[src/rtl/hazard_pkg.sv]
// Shared types and constants for the hazard sequencer.
// Forward selects, PC register id and the multicycle FSM state.
package hazard_pkg;

  typedef enum logic {
    IDLE,
    BUSY
  } mc_state_t;

  localparam logic [1:0] FWD_RF = 2'b00;
  localparam logic [1:0] FWD_W  = 2'b01;
  localparam logic [1:0] FWD_M  = 2'b10;

  localparam logic [3:0] REG_PC = 4'hF;

  // M beats W; the PC register is never forwarded.
  function automatic logic [1:0] fwd_sel(
    input logic [3:0] src,
    input logic       wr_m,
    input logic [3:0] wa_m,
    input logic       wr_w,
    input logic [3:0] wa_w
  );
    fwd_sel = FWD_RF;
    if (src != REG_PC) begin
      if (wr_m && (wa_m == src)) begin
        fwd_sel = FWD_M;
      end else if (wr_w && (wa_w == src)) begin
        fwd_sel = FWD_W;
      end
    end
  endfunction

endpackage

[src/rtl/mc_handshake_fsm.sv]
// Multicycle execute handshake: start pulse, busy hold,
// timeout release and the sticky timeout error flag.
import hazard_pkg::*;

module mc_handshake_fsm #(
  parameter int MC_TIMEOUT = 64
) (
  input  logic clk,
  input  logic reset,
  input  logic start,
  input  logic taken,
  input  logic done,
  output logic go,
  output logic hold,
  output logic err
);

  localparam int CW =
    (MC_TIMEOUT > 2) ? $clog2(MC_TIMEOUT) : 1;
  localparam logic [CW-1:0] CNT_MAX =
    CW'(MC_TIMEOUT - 1);

  mc_state_t       state;
  logic [CW-1:0]   cnt;
  logic            busy;
  logic            tmo;
  logic            release_now;

  assign busy = (state == BUSY);
  assign tmo  = busy && (cnt == CNT_MAX) && !done;
  assign release_now = busy && (done || tmo);

  // A taken branch squashes the starting instruction.
  assign go = (state == IDLE) && start
              && !taken && !reset;

  // Hold the front end from the start cycle until release.
  assign hold = go || (busy && !release_now);

  // State, timeout counter and sticky error.
  always_ff @(posedge clk or posedge reset) begin
    if (reset) begin
      state <= IDLE;
      cnt   <= '0;
      err   <= 1'b0;
    end else begin
      unique case (state)
        IDLE: begin
          if (go) begin
            state <= BUSY;
            cnt   <= '0;
          end
        end
        BUSY: begin
          if (release_now) begin
            state <= IDLE;
            if (tmo) begin
              err <= 1'b1;
            end
          end else begin
            cnt <= cnt + 1'b1;
          end
        end
      endcase
    end
  end

endmodule

[src/rtl/hazard_sequencer.sv]
// Pipeline hazard unit: forwarding, load-use stalls, PC flushes
// and multicycle hold. Optional perf counters: HAZARD_PERF_EN.
import hazard_pkg::*;

module hazard_sequencer #(
  parameter int MC_TIMEOUT = 64
`ifdef HAZARD_PERF_EN
  ,
  parameter int PERF_W = 32
`endif
) (
  input  logic       clk,
  input  logic       reset,
  input  logic [3:0] Ra1D,
  input  logic [3:0] Ra2D,
  input  logic [3:0] Ra1E,
  input  logic [3:0] Ra2E,
  input  logic [3:0] WA3E,
  input  logic [3:0] WA3M,
  input  logic [3:0] WA3W,
  input  logic       RegWriteM,
  input  logic       RegWriteW,
  input  logic       MemtoRegE,
  input  logic       PCSrcD,
  input  logic       PCSrcE,
  input  logic       PCSrcM,
  input  logic       PCSrcW,
  input  logic       BranchTakenE,
  input  logic       MulStartE,
  input  logic       MulDone,
  output logic [1:0] ForwardAE,
  output logic [1:0] ForwardBE,
  output logic       StallF,
  output logic       StallD,
  output logic       StallE,
  output logic       FlushD,
  output logic       FlushE,
  output logic       FlushM,
  output logic       MulGo,
  output logic       MulErr
`ifdef HAZARD_PERF_EN
  ,
  output logic [PERF_W-1:0] StallCount,
  output logic [PERF_W-1:0] FlushCount
`endif
);

  logic ld_stall;
  logic pc_pend;
  logic hold;

  mc_handshake_fsm #(
    .MC_TIMEOUT(MC_TIMEOUT)
  ) u_mc (
    .clk  (clk),
    .reset(reset),
    .start(MulStartE),
    .taken(BranchTakenE),
    .done (MulDone),
    .go   (MulGo),
    .hold (hold),
    .err  (MulErr)
  );

  assign ld_stall = MemtoRegE &&
    ((WA3E == Ra1D) || (WA3E == Ra2D));
  assign pc_pend = PCSrcD || PCSrcE || PCSrcM;

  // Forward selects for both execute operands.
  always_comb begin
    ForwardAE = fwd_sel(Ra1E, RegWriteM, WA3M,
                        RegWriteW, WA3W);
    ForwardBE = fwd_sel(Ra2E, RegWriteM, WA3M,
                        RegWriteW, WA3W);
  end

  // Multicycle hold overrides the normal stall/flush terms.
  always_comb begin
    StallF = ld_stall || pc_pend;
    StallD = ld_stall;
    StallE = 1'b0;
    FlushD = pc_pend || PCSrcW || BranchTakenE;
    FlushE = ld_stall || BranchTakenE;
    FlushM = 1'b0;
    if (hold) begin
      StallF = 1'b1;
      StallD = 1'b1;
      StallE = 1'b1;
      FlushD = 1'b0;
      FlushE = 1'b0;
      FlushM = 1'b1;
    end
  end

`ifdef HAZARD_PERF_EN
  // Saturating stall and flush event counters.
  always_ff @(posedge clk or posedge reset) begin
    if (reset) begin
      StallCount <= '0;
      FlushCount <= '0;
    end else begin
      if (StallD && !(&StallCount)) begin
        StallCount <= StallCount + 1'b1;
      end
      if (FlushE && !(&FlushCount)) begin
        FlushCount <= FlushCount + 1'b1;
      end
    end
  end
`endif

endmodule

[config.mk]
export PLATFORM = sky130hd
export DESIGN_NAME = hazard_sequencer
export DESIGN_NICKNAME = d
export VERILOG_FILES = /design/src/rtl/hazard_pkg.sv /design/src/rtl/mc_handshake_fsm.sv /design/src/rtl/hazard_sequencer.sv
export SDC_FILE = /design/constraint.sdc
export NUM_CORES = 1
export LEC_CHECK = 0
export CAP_MARGIN = 20
export CORE_MARGIN = 5
export CORE_UTILIZATION = 35
export DETAILED_ROUTE_END_ITERATION = 6
export GPL_TIMING_DRIVEN = 0
export PLACE_DENSITY = 0.77
export SYNTH_ARGS = -nofsm -noshare
export SYNTH_HDL_FRONTEND = slang
export SYNTH_SLANG_ARGS = --single-unit
[constraint.sdc]
create_clock -name clk -period 3 [get_ports clk]
set_input_delay 0.45 -clock clk [delete_from_list [all_inputs] [get_ports clk]]
set_output_delay 0.45 -clock clk [all_outputs]
set_load 0.005 [all_outputs]
==> load_flow_metrics.sql, run 1 <==
INSERT INTO impl_metrics (metric_group, metric, value, unit) VALUES
('status', 'outcome', 'finished clean', ''),
('grt', 'number_of_antenna_violations_at_the_first_check_in_global_routing', '0', ''),
('logic_synthesis', 'syn_avg_cell_area', '9.06', 'sq um'),
('logic_synthesis', 'postSynthRegisterBits', '8', ''),
('critical_path', 'path_common_cell', 'sky130_fd_sc_hd__clkdlybuf4s50_1', ''),
('placed_design', 'detailed_place.area', '1330', 'sq um'),
('sta', 'max_slew.worst_pin.slew', '0.420', 'ns'),
('critical_path', 'cp_slowest_cell', 'sky130_fd_sc_hd__clkdlybuf4s50_1', ''),
('sta', 'fin_tns_setup', '0', 'ns'),
('floorplan', 'placeable_area', '2170', 'sq um'),
('sta', 'clock_skews', '0.00356', 'ns'),
('grt', 'grt_max_degree', '9', ''),
('cts', 'insertion_delay', '0.26', 'ns'),
('cts', 'numClockSinks', '8', ''),
('critical_path', 'critical_path_cell_list', 'clkdlybuf4s50_1 > xor2_1 > nor4_1 > o21a_1 > clkdlybuf4s50_1', ''),
('sta', 'grt_setup_unrepaired', 'no', ''),
('critical_path', 'sort_of_element_at_the_end_of_the_critical_path', 'output pin', ''),
('logic_synthesis', 'post_synth_instance_area', '779', 'sq um'),
('sta', 'drv_slew', '0', ''),
('cts', 'cts_setup_buffers', '0', ''),
('logic_synthesis', 'synth_warnings', '0', ''),
('floorplan', 'initial_core_util', '0.359', ''),
('routing', 'detail-route-antenna-nets', '0', ''),
('placed_design', 'port_buffers', '51', ''),
('logic_synthesis', 'synthAdderAreaFrac', '0.0161', ''),
('cts', 'tritoncts', 'yes', ''),
('grt', 'globalRouteTotalUtil', '0.143', ''),
('logic_synthesis', 'post_synth_and_or_nand_nor_area_fraction', '0.250', ''),
('routing', 'detail_route.wirelength', '2.30', 'mm'),
('cts', 'number_of_h_tree_branching_levels', '1', ''),
('logic_synthesis', 'synth_compound_area_frac', '0.151', ''),
('grt', 'grt_pass1_vias', '924', ''),
('routing', 'drt-wirelength-per-cell', '13.7', 'microns'),
('critical_path', 'path_max_fanout', '3', ''),
('critical_path', 'worstSetupPathType', 'in -> out', ''),
('worst_hold_path', 'hp-class', 'reg -> reg', ''),
('logic_synthesis', 'net_count_synth', '127', ''),
('floorplan', 'die_area', '3270', 'sq um'),
('routing', 'route.detailed.drc', '0', ''),
('grt', 'grt_pass1_wl', '3.86', 'mm'),
('critical_path', 'worst-endpoint-required', '2.55', 'ns'),
('placed_design', 'place.detailed.hpwl', '1.98', 'mm'),
('routing', 'drt-vias-per-instance', '5.08', ''),
('routing', 'vias', '854', ''),
('sta', 'period_needed', '2.67', 'ns'),
('layout', 'antenna_cells_inserted', '0', ''),
('logic_synthesis', 'synth.area.mux_share', '0.0289', ''),
('power', 'leakage', '0.554', 'nW'),
('logic_synthesis', 'synth_cell_types', '30', ''),
('cts', 'cts_made_buffers', '3', ''),
('critical_path', 'critical_path_arrival', '2.22', 'ns'),
('logic_synthesis', 'synth_top_family_by_area', 'XOR/XNOR gates', ''),
('floorplan', 'die_x', '57.2', 'microns'),
('floorplan', 'top_level_ports', '52', ''),
('layout', 'final_design_area_no_fill', '1350', 'sq um'),
('cts', 'ctsLongestPathBuffers', '2', ''),
('floorplan', 'rows', '17', ''),
('logic_synthesis', 'syn_inst', '86', ''),
('layout', 'post_route_cells_drive_above_1_share', '0.107', ''),
('critical_path', 'critical-path-max-stage-delay', '0.50', 'ns'),
('layout', 'area_delta_synth_final', '72.9', '%'),
('sta', 'slew_headroom', '0.717', ''),
('routing', 'first_iteration_detailed_routing_drc_count', '8', ''),
('routing', 'detail_route.first_pass.iterations', '4', ''),
('cts', 'cts.repair.resized', '0', ''),
('power', 'power_density', '287', 'nW/um^2'),
('logic_synthesis', 'post_synthesis_xor_xnor_area_fraction', '0.258', ''),
('sta', 'setup-violations-final', '0', ''),
('critical_path', 'crit_family', 'buffers and inverters', ''),
('logic_synthesis', 'synth-edff-count', '0', ''),
('cts', 'clockRootBuffer', 'sky130_fd_sc_hd__clkbuf_4', '');
final cells by class:
class	count	area, sq um	share of cell area
Buffer	1	7.51	0.00557
Tap cell	28	35.0	0.0260
Inverter	6	22.5	0.0167
Clock buffer	3	22.5	0.0167
Multi-Input combinational cell	71	549	0.408
Sequential cell	8	200	0.149
Timing Repair Buffer	51	510	0.379
state kept, by name (all words and copies together) (netlist names):
name and count:
u_mc.cnt 6, u_mc.err 1, u_mc.busy 1
worst paths after layout:
kind	from	end	slack, ns	cells after the start
worst max register to register	u_mc.cnt[0]$_DFFE_PP0P_	u_mc.cnt[2]$_DFFE_PP0P_	1.33	5
min in group asynchronous	reset	u_mc.cnt[1]$_DFFE_PP0P_	0.53	2
worst min register to register	u_mc.err$_DFFE_PP0P_	u_mc.err$_DFFE_PP0P_	0.46	1
max in group asynchronous	reset	u_mc.cnt[0]$_DFFE_PP0P_	2.24	2
worst min-delay path	u_mc.err$_DFFE_PP0P_	u_mc.err$_DFFE_PP0P_	0.46	1
worst max-delay path	Ra1E[2]	ForwardAE[1]	0.33	5
power by group:
part | internal, W | leakage (nW) | total, W | switching [W]
sequential | 0.000123 | 0.108 | 0.000140 | 0.0000166
clock | 0.0000458 | 0.0138 | 0.0000829 | 0.0000371
combinational | 0.000103 | 0.431 | 0.000164 | 0.0000606
through the flow:
| step | util | std cells | hold WS (ns) | setup slack [ns] | total power, W |
|---|---|---|---|---|---|
| floorplan | - | 86 | 0.266 | 1.26 | 0.000207 |
| global placement | 0.611 | 165 | 0.453 | 0.342 | 0.000298 |
| detailed placement | 0.611 | 165 | 0.456 | 0.336 | 0.000305 |
| CTS | 0.621 | 168 | 0.469 | 0.320 | 0.000391 |
| global route | 0.621 | 168 | 0.483 | 0.232 | 0.000411 |
| finish | 0.621 | 168 | 0.463 | 0.328 | 0.000386 |
cell families (layout without fill, tap and decap cells):
family | after synthesis | in the layout
DFF | 8 | 8
and+or+nand+nor | 30 | 30
muxes | 2 | 2
buffers and inverters | 7 | 61
adders and majority gates | 1 | 1
AOI/OAI and AO/OA | 15 | 15
xor gates and xnor gates | 23 | 23
worst reg2reg max path: cells and delay by family, from the launching register on:
family,cells,cell delay [ns]
fa+ha+maj,1,0.24
flops,1,0.39
compound gates,2,0.61
simple gates,2,0.31
cells in the final DEF, fill, tap and decap left out, drive strengths merged:
cell type	Yosys	final
nand4	2	2
xor2	14	14
buf	1	1
xnor2	9	9
nand2b	2	2
nand2	4	4
clkbuf	0	3
a31o	1	1
inv	6	6
and3	2	2
o21a	4	4
a21oi	3	3
clkdlybuf4s50	0	51
ha	1	1
nor2	3	3
nand3	7	7
nor3b	1	1
o21ai	2	2
a31oi	2	2
a211o	1	1
dfrtp	8	8
and3b	1	1
a22o	2	2
mux2	2	2
nor3	3	3
nor4b	1	1
nor4	4	4
layer usage:
layer  share of wire  vias to the layer above  track usage
met5               0                        -            0
met4           0.024                        0       0.0596
met3           0.077                        7       0.0452
met2            0.52                       40        0.253
met1            0.38                      391        0.158
li1                -                      416            -
synthesized netlist by cell type, types with 3 or more instances:
| cell type | count | share of area |
|---|---|---|
| sky130_fd_sc_hd__a21oi_1 | 3 | 0.019 |
| sky130_fd_sc_hd__dfrtp_1 | 8 | 0.26 |
| sky130_fd_sc_hd__inv_1 | 4 | 0.019 |
| sky130_fd_sc_hd__nand2_1 | 4 | 0.019 |
| sky130_fd_sc_hd__nand3_1 | 7 | 0.045 |
| sky130_fd_sc_hd__nor3_1 | 3 | 0.019 |
| sky130_fd_sc_hd__nor4_1 | 4 | 0.032 |
| sky130_fd_sc_hd__o21a_1 | 4 | 0.039 |
| sky130_fd_sc_hd__xnor2_1 | 9 | 0.10 |
| sky130_fd_sc_hd__xor2_1 | 14 | 0.16 |
(Power assumes the default switching activity.)
==> run 2, diff against run 1 <==
- GPL_ROUTABILITY_DRIVEN: not set -> 0
==> results of run 2 <==
No change in the layout: final DEF, timing and power equal those of run 1.
==> run 3, diff against run 2 <==
- SLEW_MARGIN: not set -> 0
==> results of run 3 <==
No change in the layout: final DEF, timing and power equal those of run 1.
